===== config.mk =====
export PLATFORM = sky130hd
export DESIGN_NAME = mcif_read_eg_cq_flat
export DESIGN_NICKNAME = d
export VERILOG_FILES = /design/src/rtl/mcif_read_eg_cq_if.sv /design/src/rtl/mcif_read_eg_cq.sv /design/src/flat_wrapper.sv
export SDC_FILE = /design/constraint.sdc
export NUM_CORES = 2
export LEC_CHECK = 0
export CAP_MARGIN = 20
export CORE_MARGIN = 2
export CORE_UTILIZATION = 62
export CTS_CLUSTER_SIZE = 40
export DETAILED_ROUTE_END_ITERATION = 8
export PLACE_DENSITY = 0.87
export SYNTH_ARGS = -nofsm -noshare
export SYNTH_HDL_FRONTEND = slang
export SYNTH_SLANG_ARGS = --single-unit

===== constraint.sdc =====
create_clock -name nvdla_core_clk -period 4.5 [get_ports nvdla_core_clk]
set_input_delay 0.675 -clock nvdla_core_clk [delete_from_list [all_inputs] [get_ports nvdla_core_clk]]
set_output_delay 0.675 -clock nvdla_core_clk [all_outputs]
set_load 0.03 [all_outputs]

===== src/rtl/mcif_read_eg_cq_if.sv =====
// Context-queue bus: ingress write handshake plus per-thread egress head/pop lanes.
interface mcif_read_eg_cq_if #(
    parameter int unsigned NUM_THREADS = 10,
    parameter int unsigned PD_W        = 7
);
    logic                          cq_wr_pvld;
    logic                          cq_wr_prdy;
    logic [3:0]                    cq_wr_thread_id;
    logic [PD_W-1:0]               cq_wr_pd;
    logic                          cq_wr_err;
    logic [NUM_THREADS-1:0]        cq_rd_pvld;
    logic [NUM_THREADS-1:0]        cq_rd_prdy;
    logic [NUM_THREADS*PD_W-1:0]   cq_rd_pd;

    // Ingress/egress clients drive requests and pops
    modport master (
        output cq_wr_pvld, cq_wr_thread_id, cq_wr_pd, cq_rd_prdy,
        input  cq_wr_prdy, cq_wr_err, cq_rd_pvld, cq_rd_pd
    );

    // The queue itself
    modport slave (
        input  cq_wr_pvld, cq_wr_thread_id, cq_wr_pd, cq_rd_prdy,
        output cq_wr_prdy, cq_wr_err, cq_rd_pvld, cq_rd_pd
    );
endinterface


===== src/rtl/mcif_read_eg_cq.sv =====
// Per-thread in-order context queue between MCIF read ingress and read egress.
// One write port shared by all threads, one independent pop lane per thread.
module mcif_read_eg_cq #(
    parameter int unsigned NUM_THREADS = 10,
    parameter int unsigned DEPTH       = 8,
    parameter int unsigned PD_W        = 7
) (
    input  logic          nvdla_core_clk,
    input  logic          nvdla_core_rst,
    mcif_read_eg_cq_if.slave cq
);
    localparam int unsigned PtrW = $clog2(DEPTH);
    localparam int unsigned CntW = PtrW + 1;

    logic [PD_W-1:0] mem_q    [NUM_THREADS][DEPTH];
    logic [PD_W-1:0] mem_d    [NUM_THREADS][DEPTH];
    logic [PtrW-1:0] wr_ptr_q [NUM_THREADS];
    logic [PtrW-1:0] wr_ptr_d [NUM_THREADS];
    logic [PtrW-1:0] rd_ptr_q [NUM_THREADS];
    logic [PtrW-1:0] rd_ptr_d [NUM_THREADS];
    logic [CntW-1:0] cnt_q    [NUM_THREADS];
    logic [CntW-1:0] cnt_d    [NUM_THREADS];
    logic            err_q;
    logic            err_d;

    logic                   tid_ok;
    logic                   wr_prdy;
    logic                   wr_fire;
    logic [NUM_THREADS-1:0] full;
    logic [NUM_THREADS-1:0] push;
    logic [NUM_THREADS-1:0] pop;

    // Write acceptance: out-of-range ids are always accepted, then dropped and flagged
    always_comb begin
        tid_ok = {28'd0, cq.cq_wr_thread_id} < NUM_THREADS;
        for (int t = 0; t < NUM_THREADS; t++) begin
            full[t] = (cnt_q[t] == CntW'(DEPTH));
        end
        wr_prdy = 1'b1;
        if (tid_ok) begin
            // Uses registered count only: a same-cycle pop does not free a full FIFO
            wr_prdy = ~full[cq.cq_wr_thread_id];
        end
        wr_fire = cq.cq_wr_pvld & wr_prdy;
        err_d   = wr_fire & ~tid_ok;
    end

    // Per-thread next-state: storage, pointers and occupancy
    always_comb begin
        mem_d    = mem_q;
        wr_ptr_d = wr_ptr_q;
        rd_ptr_d = rd_ptr_q;
        cnt_d    = cnt_q;
        push     = '0;
        pop      = '0;
        for (int t = 0; t < NUM_THREADS; t++) begin
            push[t] = wr_fire & tid_ok & (cq.cq_wr_thread_id == 4'(t));
            pop[t]  = (cnt_q[t] != '0) & cq.cq_rd_prdy[t];
            if (push[t]) begin
                mem_d[t][wr_ptr_q[t]] = cq.cq_wr_pd;
                wr_ptr_d[t]           = wr_ptr_q[t] + PtrW'(1);
            end
            if (pop[t]) begin
                rd_ptr_d[t] = rd_ptr_q[t] + PtrW'(1);
            end
            case ({push[t], pop[t]})
                2'b10:   cnt_d[t] = cnt_q[t] + CntW'(1);
                2'b01:   cnt_d[t] = cnt_q[t] - CntW'(1);
                default: cnt_d[t] = cnt_q[t];
            endcase
        end
    end

    // Outputs: head valid/data come purely from flops
    always_comb begin
        cq.cq_wr_prdy = wr_prdy;
        cq.cq_wr_err  = err_q;
        cq.cq_rd_pvld = '0;
        cq.cq_rd_pd   = '0;
        for (int t = 0; t < NUM_THREADS; t++) begin
            cq.cq_rd_pvld[t]              = (cnt_q[t] != '0);
            cq.cq_rd_pd[t*PD_W +: PD_W]   = mem_q[t][rd_ptr_q[t]];
        end
    end

    // State registers with synchronous reset clearing storage too
    always_ff @(posedge nvdla_core_clk) begin
        if (nvdla_core_rst) begin
            for (int t = 0; t < NUM_THREADS; t++) begin
                for (int d = 0; d < DEPTH; d++) begin
                    mem_q[t][d] <= '0;
                end
                wr_ptr_q[t] <= '0;
                rd_ptr_q[t] <= '0;
                cnt_q[t]    <= '0;
            end
            err_q <= 1'b0;
        end else begin
            mem_q    <= mem_d;
            wr_ptr_q <= wr_ptr_d;
            rd_ptr_q <= rd_ptr_d;
            cnt_q    <= cnt_d;
            err_q    <= err_d;
        end
    end
endmodule


===== src/flat_wrapper.sv =====
// flat-port wrapper written by rule: the top's interface ports become plain ports
module mcif_read_eg_cq_flat 
#(
    parameter int unsigned NUM_THREADS = 10,
    parameter int unsigned DEPTH       = 8,
    parameter int unsigned PD_W        = 7
)
  (nvdla_core_clk, nvdla_core_rst, cq_cq_wr_pvld, cq_cq_wr_thread_id, cq_cq_wr_pd, cq_cq_rd_prdy, cq_cq_wr_prdy, cq_cq_wr_err, cq_cq_rd_pvld, cq_cq_rd_pd);
  mcif_read_eg_cq_if #(.NUM_THREADS(NUM_THREADS), .PD_W(PD_W)) cq_i ();
  input  logic nvdla_core_clk;
  input  logic nvdla_core_rst;
  input wire logic [$bits(cq_i.cq_wr_pvld)-1:0] cq_cq_wr_pvld;
  input wire logic [$bits(cq_i.cq_wr_thread_id)-1:0] cq_cq_wr_thread_id;
  input wire logic [$bits(cq_i.cq_wr_pd)-1:0] cq_cq_wr_pd;
  input wire logic [$bits(cq_i.cq_rd_prdy)-1:0] cq_cq_rd_prdy;
  output wire logic [$bits(cq_i.cq_wr_prdy)-1:0] cq_cq_wr_prdy;
  output wire logic [$bits(cq_i.cq_wr_err)-1:0] cq_cq_wr_err;
  output wire logic [$bits(cq_i.cq_rd_pvld)-1:0] cq_cq_rd_pvld;
  output wire logic [$bits(cq_i.cq_rd_pd)-1:0] cq_cq_rd_pd;
  assign cq_i.cq_wr_pvld = cq_cq_wr_pvld;
  assign cq_i.cq_wr_thread_id = cq_cq_wr_thread_id;
  assign cq_i.cq_wr_pd = cq_cq_wr_pd;
  assign cq_i.cq_rd_prdy = cq_cq_rd_prdy;
  assign cq_cq_wr_prdy = cq_i.cq_wr_prdy;
  assign cq_cq_wr_err = cq_i.cq_wr_err;
  assign cq_cq_rd_pvld = cq_i.cq_rd_pvld;
  assign cq_cq_rd_pd = cq_i.cq_rd_pd;
  mcif_read_eg_cq #(.NUM_THREADS(NUM_THREADS), .DEPTH(DEPTH), .PD_W(PD_W)) u_core (.nvdla_core_clk(nvdla_core_clk), .nvdla_core_rst(nvdla_core_rst), .cq(cq_i));
endmodule

After elaboration in Yosys (flattened, before gate mapping). Index checks and enable logic that the tools add are counted.

Word-level logic and storage cells: 371. Output and inout bits: 82. Flip-flop bits (word level): 661.

$lt $le $gt $ge: 32. Multiplexer cells: 73. Bitwise logic cells: 45. Reduce and logical (&&, ||, !) cells: 31. Equality and inequality tests: 39. Add/sub/neg operators: 40.

Operators by type and width (number): 56-bit bitwise mux (10); 7-bit binary-select mux with 3-bit select (10); 7-bit demux with 3-bit select (10); 7-bit two-way mux (30); 4-bit greater-or-equal comparator (second input constant) (20); 3-bit NOT with 4-bit output (20); 4-bit case mux with 2 select lines (10); 3-bit by 1-bit adder with 3-bit output (second input constant) (20); 4-bit equality test (second input constant) (12); 4-bit by 1-bit adder with 4-bit output (second input constant) (10); 4-bit by 1-bit < comparator with 1-bit output (second input constant) (10); 4-bit nonzero test (10); 4-bit by 1-bit subtractor with 4-bit output (second input constant) (10); 1-bit AND (23); 2-bit by 1-bit equality test with 1-bit output (second input constant) (10); 2-bit equality test (second input constant) (10); 2-bit nonzero test (10); 4-bit by 3-bit equality test with 1-bit output (second input constant) (4); 1-bit logical AND (10); 4-bit by 2-bit equality test with 1-bit output (second input constant) (2); 4-bit by 5-bit < comparator with 1-bit output (second input constant) (1); 1-bit binary-select mux with 4-bit select (1); 4-bit by 1-bit equality test with 1-bit output (second input constant) (1); 4-bit zero test (1); 3 further kinds (5).

Depth between registers and ports, before layout.
Depth in word-level cells: 10. Gate-level depth with buffers: 15. Mapped depth without buffers: 11.

Worst setup path before layout. OpenSTA, ideal clock, no wires.

Kind: in2reg. From: in cq_cq_wr_thread_id[1]. To: reg u_core.cnt_q[18] in the netlist's numbering. Arrival time: 3.144 ns. Setup slack: 1.285 ns. Cell stages on the path: 12. Path through: buf_4 -> mux4_2 -> clkbuf_1 -> nor2_1 -> inv_1 -> ha_1 -> xor2_1 -> ha_1 -> a21oi_1 -> xor2_1 -> or3_1 -> a21oi_1.

Longest elaborated chain between the ends: 9.

Ends and longest elaborated chain: from (decl) (line flat_wrapper.sv:13) `input wire logic [$bits(cq_i.cq_wr_thread_id)-1:0] cq_cq_wr_thread_id;`; 1-bit binary-select mux with 4-bit select (line mcif_read_eg_cq.sv:42) `wr_prdy = ~full[cq.cq_wr_thread_id];`; 1-bit two-way mux (not written as such) (line mcif_read_eg_cq.sv:42); 1-bit NOT (line mcif_read_eg_cq.sv:42); 1-bit two-way mux (line mcif_read_eg_cq.sv:40) `if (tid_ok) begin`; 1-bit AND (line mcif_read_eg_cq.sv:44) `wr_fire = cq.cq_wr_pvld & wr_prdy;`; 1-bit AND (line mcif_read_eg_cq.sv:57) `push[t] = wr_fire & tid_ok & (cq.cq_wr_thread_id == 4'(t));`; 1-bit AND * (line mcif_read_eg_cq.sv:57); 2-bit by 1-bit equality test with 1-bit output / 2-bit equality test (equally long branches) (line mcif_read_eg_cq.sv:66) `case ({push[t], pop[t]})`; 4-bit case mux with 2 select lines / 2-bit nonzero test (equally long branches); to (signal assigned) (line mcif_read_eg_cq.sv:102) `cnt_q <= cnt_d;`; to (decl) (line mcif_read_eg_cq.sv:21) `logic [CntW-1:0] cnt_q [NUM_THREADS];`.

Mark *: on every way between the ends. The rest lies on a longest branch, timed or not. The select of a mux whose other input is x is not followed. A chain may end at the register's enable or synchronous reset.

Worst setup path after layout.
From: in cq_cq_wr_thread_id[1]. To: out cq_cq_wr_prdy.

Longest elaborated chain between the ends: 4.

Ends and longest elaborated chain: 1-bit binary-select mux with 4-bit select (line mcif_read_eg_cq.sv:42); 1-bit two-way mux (not written as such) (line mcif_read_eg_cq.sv:42); 1-bit NOT (line mcif_read_eg_cq.sv:42); 1-bit two-way mux * (line mcif_read_eg_cq.sv:40); to (decl) (line flat_wrapper.sv:16) `output wire logic [$bits(cq_i.cq_wr_prdy)-1:0] cq_cq_wr_prdy;`.

Marked as above.

==> impl_metrics.ini <==
[route]
viasPerCell = 6.18
detailroute.via_count = 22800
wirelength_mm = 75.0
routed-wl-met2_mm = 38.2
route.met3.wl_mm = 3.69
routedWlPerCell_um = 20.3
drtAntennaViolNets = 0
met1Wirelength_mm = 30.6
drt_pre_antenna_iters = 6
dr.max_layer_used = met5
drt-initial-drc-count = 1867
post-route-drc-count = 0

[clocking]
clock_tree.htree_level_count = 3
worst_setup_hold_path_clk_slew_ns = 0.06
numCtsBuffers = 70
cts.path.max_buffers = 3
post_cts.repair.setup_buffers = 0
cts_num_sinks = 661
post_cts_resize_count = 0
clk_latency_ns = 0.61
root_buffer = sky130_fd_sc_hd__clkbuf_16
cts_tree = done
ctsHoldBuffers = 0

[global_route]
via_count_of_the_first_global_routing_pass = 23600
grt_remaining_overflow = 0
grt_antenna_before_repair = 3
pin_count_of_the_biggest_net_entering_global_routing = 226
global_route_wire_length_before_repair_mm = 121
grt_use_total = 0.276

[yosys]
synth-async-reset-ratio = 0
postSynthAreaPerCell_um2 = 10.8
post_synthesis_net_count = 3080
yosys_register_bits = 661
synth_top_cells_by_area = sky130_fd_sc_hd__dfxtp_1, sky130_fd_sc_hd__mux2i_1, sky130_fd_sc_hd__mux4_2, sky130_fd_sc_hd__nand2b_1, sky130_fd_sc_hd__mux2_2
dominantRegCellSynth = sky130_fd_sc_hd__dfxtp_1
synth_enable_flop_cells = 0
synth.lib_cells_used.distinct = 64
yosys_top_cell_by_area = sky130_fd_sc_hd__dfxtp_1
synth.yosys.seq_area_share = 0.409
synthesis.instances = 3004
netlist_area_um2 = 32400
yosysTopAreaCellShare = 0.409
yosys_warnings = 0

[floorplan]
row_count = 83
die_w_um = 232
initial_core_util = 0.628
fp.coreArea_um2 = 51500
die_area_um2 = 54000
die_h_um = 232
number_of_ports_placed_on_the_die_boundary = 106

[sta]
final_setup_violation_count = 0
max_slew_violations = 0
min_period_over_period = 0.888
timing_worst_slew_pin_value_ns = 1.10
achievable-frequency_ghz = 0.250
fin_skew_ns = 0.0205
final-hold-violation-count = 0
max_slew_margin = 0.264
rsz0062_at_grt = false
fin_setup_tns_ns = 0
period_needed_ns = 3.99

[setup_path]
endpoint_kind = output port
critical_path_peak_fanout = 12
regToRegSetupSlack_ns = 1.01
crit_type = primary input to output port
arrival_ns = 3.32
timing.critical_path.required_ns = 3.83
critical_path.startpoint_type = primary input

[pwr]
power.switching_uw = 2850
net_switching_share_of_the_total_power = 0.225
clock_power_share = 0.475
p_comb_frac = 0.057
p_per_area_nw_per_um2 = 351
p_int_uw = 9810
p_leak_uw = 0.0148
power_frac_seq = 0.468
ir_worst_vdd_mv = 0.290

[place]
gp_congestion = 0.833
io_buffer_count = 105
dp_hpwl_mm = 47.6

[cells_and_area]
fill_cells = 3559
antenna-diode-count = 0
layout-area-overhead-vs-synth_pct = 11.4
finish.utilization = 0.700
fin_nets = 3041
drive_above_1_share = 0.158

[run]
max-cap-violations = 0

[outcome]
run_status = completed

[hold_path]
hold_path_class = flip-flop to flip-flop
sequential cells by signal, summed over array words and instances, names as in the netlist:
register,cells
u_core.cnt_q,40
u_core.wr_ptr_q,30
u_core.rd_ptr_q,30
u_core.mem_q,560
u_core.cq.cq_wr_err,1
logic make-up after synthesis:
| kind of cell | synth area share |
|---|---|
| AOI/OAI and AO/OA | 0.0423 |
| DFF | 0.409 |
| muxes | 0.278 |
| adders and majority gates | 0.0206 |
| buffers and inverters | 0.0386 |
| xor gates and xnor gates | 0.0141 |
| and+or+nand+nor | 0.198 |
worst max-delay path: stages:
cell and delay (ns):
sky130_fd_sc_hd__clkdlybuf4s50_1 0.87, sky130_fd_sc_hd__buf_4 0.29, sky130_fd_sc_hd__nand3b_1 0.34, sky130_fd_sc_hd__o221ai_1 0.25
sky130_fd_sc_hd__o21ai_0 0.18, sky130_fd_sc_hd__a2bb2oi_1 0.51, sky130_fd_sc_hd__buf_12 0.19
area by class of cell:
type | instances | area (µm²) | area share
clock buffer | 93 | 2040 | 0.0566
clock inverter | 30 | 369 | 0.0102
inverter | 28 | 105 | 0.00291
multi-input combinational | 2044 | 17900 | 0.497
sequential | 661 | 13200 | 0.367
tap | 680 | 851 | 0.0236
timing repair buffer | 160 | 1560 | 0.0431
layout by cell type (no fill, tap or decap), types with 9 or more instances in the layout:
| cell type | Yosys | routed |
|---|---|---|
| sky130_fd_sc_hd__dfxtp_1 | 661 | 661 |
| sky130_fd_sc_hd__mux2i_1 | 476 | 476 |
| sky130_fd_sc_hd__nand2b_1 | 480 | 473 |
| sky130_fd_sc_hd__mux4_2 | 144 | 144 |
| sky130_fd_sc_hd__o21ai_0 | 121 | 121 |
| sky130_fd_sc_hd__nor2_1 | 104 | 104 |
| sky130_fd_sc_hd__clkdlybuf4s50_1 | 0 | 103 |
| sky130_fd_sc_hd__nand3_1 | 100 | 100 |
| sky130_fd_sc_hd__a21oi_1 | 98 | 98 |
| sky130_fd_sc_hd__mux2_2 | 84 | 84 |
| sky130_fd_sc_hd__clkbuf_16 | 0 | 73 |
| sky130_fd_sc_hd__nand3b_1 | 59 | 59 |
| sky130_fd_sc_hd__ha_1 | 50 | 50 |
| sky130_fd_sc_hd__xor2_1 | 49 | 49 |
| sky130_fd_sc_hd__buf_4 | 10 | 47 |
| sky130_fd_sc_hd__nand2_1 | 41 | 41 |
| sky130_fd_sc_hd__nor2b_1 | 34 | 33 |
| sky130_fd_sc_hd__inv_1 | 28 | 28 |
| sky130_fd_sc_hd__nor4b_1 | 16 | 16 |
| sky130_fd_sc_hd__or3_1 | 15 | 15 |
| sky130_fd_sc_hd__clkinv_2 | 0 | 15 |
| sky130_fd_sc_hd__clkbuf_8 | 0 | 14 |
| sky130_fd_sc_hd__o2111ai_1 | 13 | 13 |
| sky130_fd_sc_hd__or4_1 | 12 | 12 |
| sky130_fd_sc_hd__nand4_2 | 12 | 12 |
| sky130_fd_sc_hd__nand3_4 | 12 | 12 |
| sky130_fd_sc_hd__or4b_1 | 10 | 10 |
| sky130_fd_sc_hd__a21o_1 | 9 | 9 |
per-layer routing:
metal / GRT usage / vias up
met3: 0.0431 / 169
met4: 0.103 / 6
met1: 0.337 / 11500
met2: 0.490 / 684
met5: 0 / -
li1: - / 10500
synth_stat cells, types with 7 or more instances:
cell type / n
sky130_fd_sc_hd__a21o_1: 9
sky130_fd_sc_hd__a21oi_1: 98
sky130_fd_sc_hd__and3_1: 7
sky130_fd_sc_hd__buf_1: 22
sky130_fd_sc_hd__buf_2: 33
sky130_fd_sc_hd__buf_4: 10
sky130_fd_sc_hd__clkbuf_1: 200
sky130_fd_sc_hd__dfxtp_1: 661
sky130_fd_sc_hd__ha_1: 50
sky130_fd_sc_hd__inv_1: 28
sky130_fd_sc_hd__mux2_2: 84
sky130_fd_sc_hd__mux2i_1: 476
sky130_fd_sc_hd__mux4_2: 144
sky130_fd_sc_hd__nand2_1: 41
sky130_fd_sc_hd__nand2b_1: 480
sky130_fd_sc_hd__nand3_1: 100
sky130_fd_sc_hd__nand3_4: 12
sky130_fd_sc_hd__nand3b_1: 59
sky130_fd_sc_hd__nand4_1: 7
sky130_fd_sc_hd__nand4_2: 12
sky130_fd_sc_hd__nand4_4: 8
sky130_fd_sc_hd__nor2_1: 104
sky130_fd_sc_hd__nor2b_1: 34
sky130_fd_sc_hd__nor4b_1: 16
sky130_fd_sc_hd__nor4bb_1: 9
sky130_fd_sc_hd__o2111ai_1: 13
sky130_fd_sc_hd__o21ai_0: 121
sky130_fd_sc_hd__or3_1: 15
sky130_fd_sc_hd__or4_1: 12
sky130_fd_sc_hd__or4b_1: 10
sky130_fd_sc_hd__xor2_1: 49
final timing paths:
check,cells past startpoint,to,from
max reg2reg,12,u_core.cnt_q[30],u_core.cnt_q[29]
max,7,cq_cq_wr_prdy,cq_cq_wr_thread_id[1]
min,2,u_core.mem_q[102],u_core.mem_q[102]
min reg2reg,2,u_core.mem_q[102],u_core.mem_q[102]
through the flow:
stage,power [µW],hold WS (ns),setup WS [ns],instances,instance area [µm²]
floorplan,6550,0.429,1.29,3004,32400
global placement,6720,0.434,0.453,3568,33600
detailed placement,6760,0.445,0.342,3569,33600
CTS,12700,0.453,0.569,3692,36000
global route,13000,0.478,0.409,3696,36100
finish,12700,0.454,0.506,3696,36100
power by group through the flow:
stage / Combinational (µW) / Sequential (µW) / Clock (µW)
finish: 716 / 5930 / 6020
global route: 762 / 5930 / 6310
CTS: 702 / 5930 / 6070
detailed placement: 698 / 6060 / 0
global placement: 669 / 6060 / 0
floorplan: 524 / 6030 / 0
(Power assumes the default switching activity.)
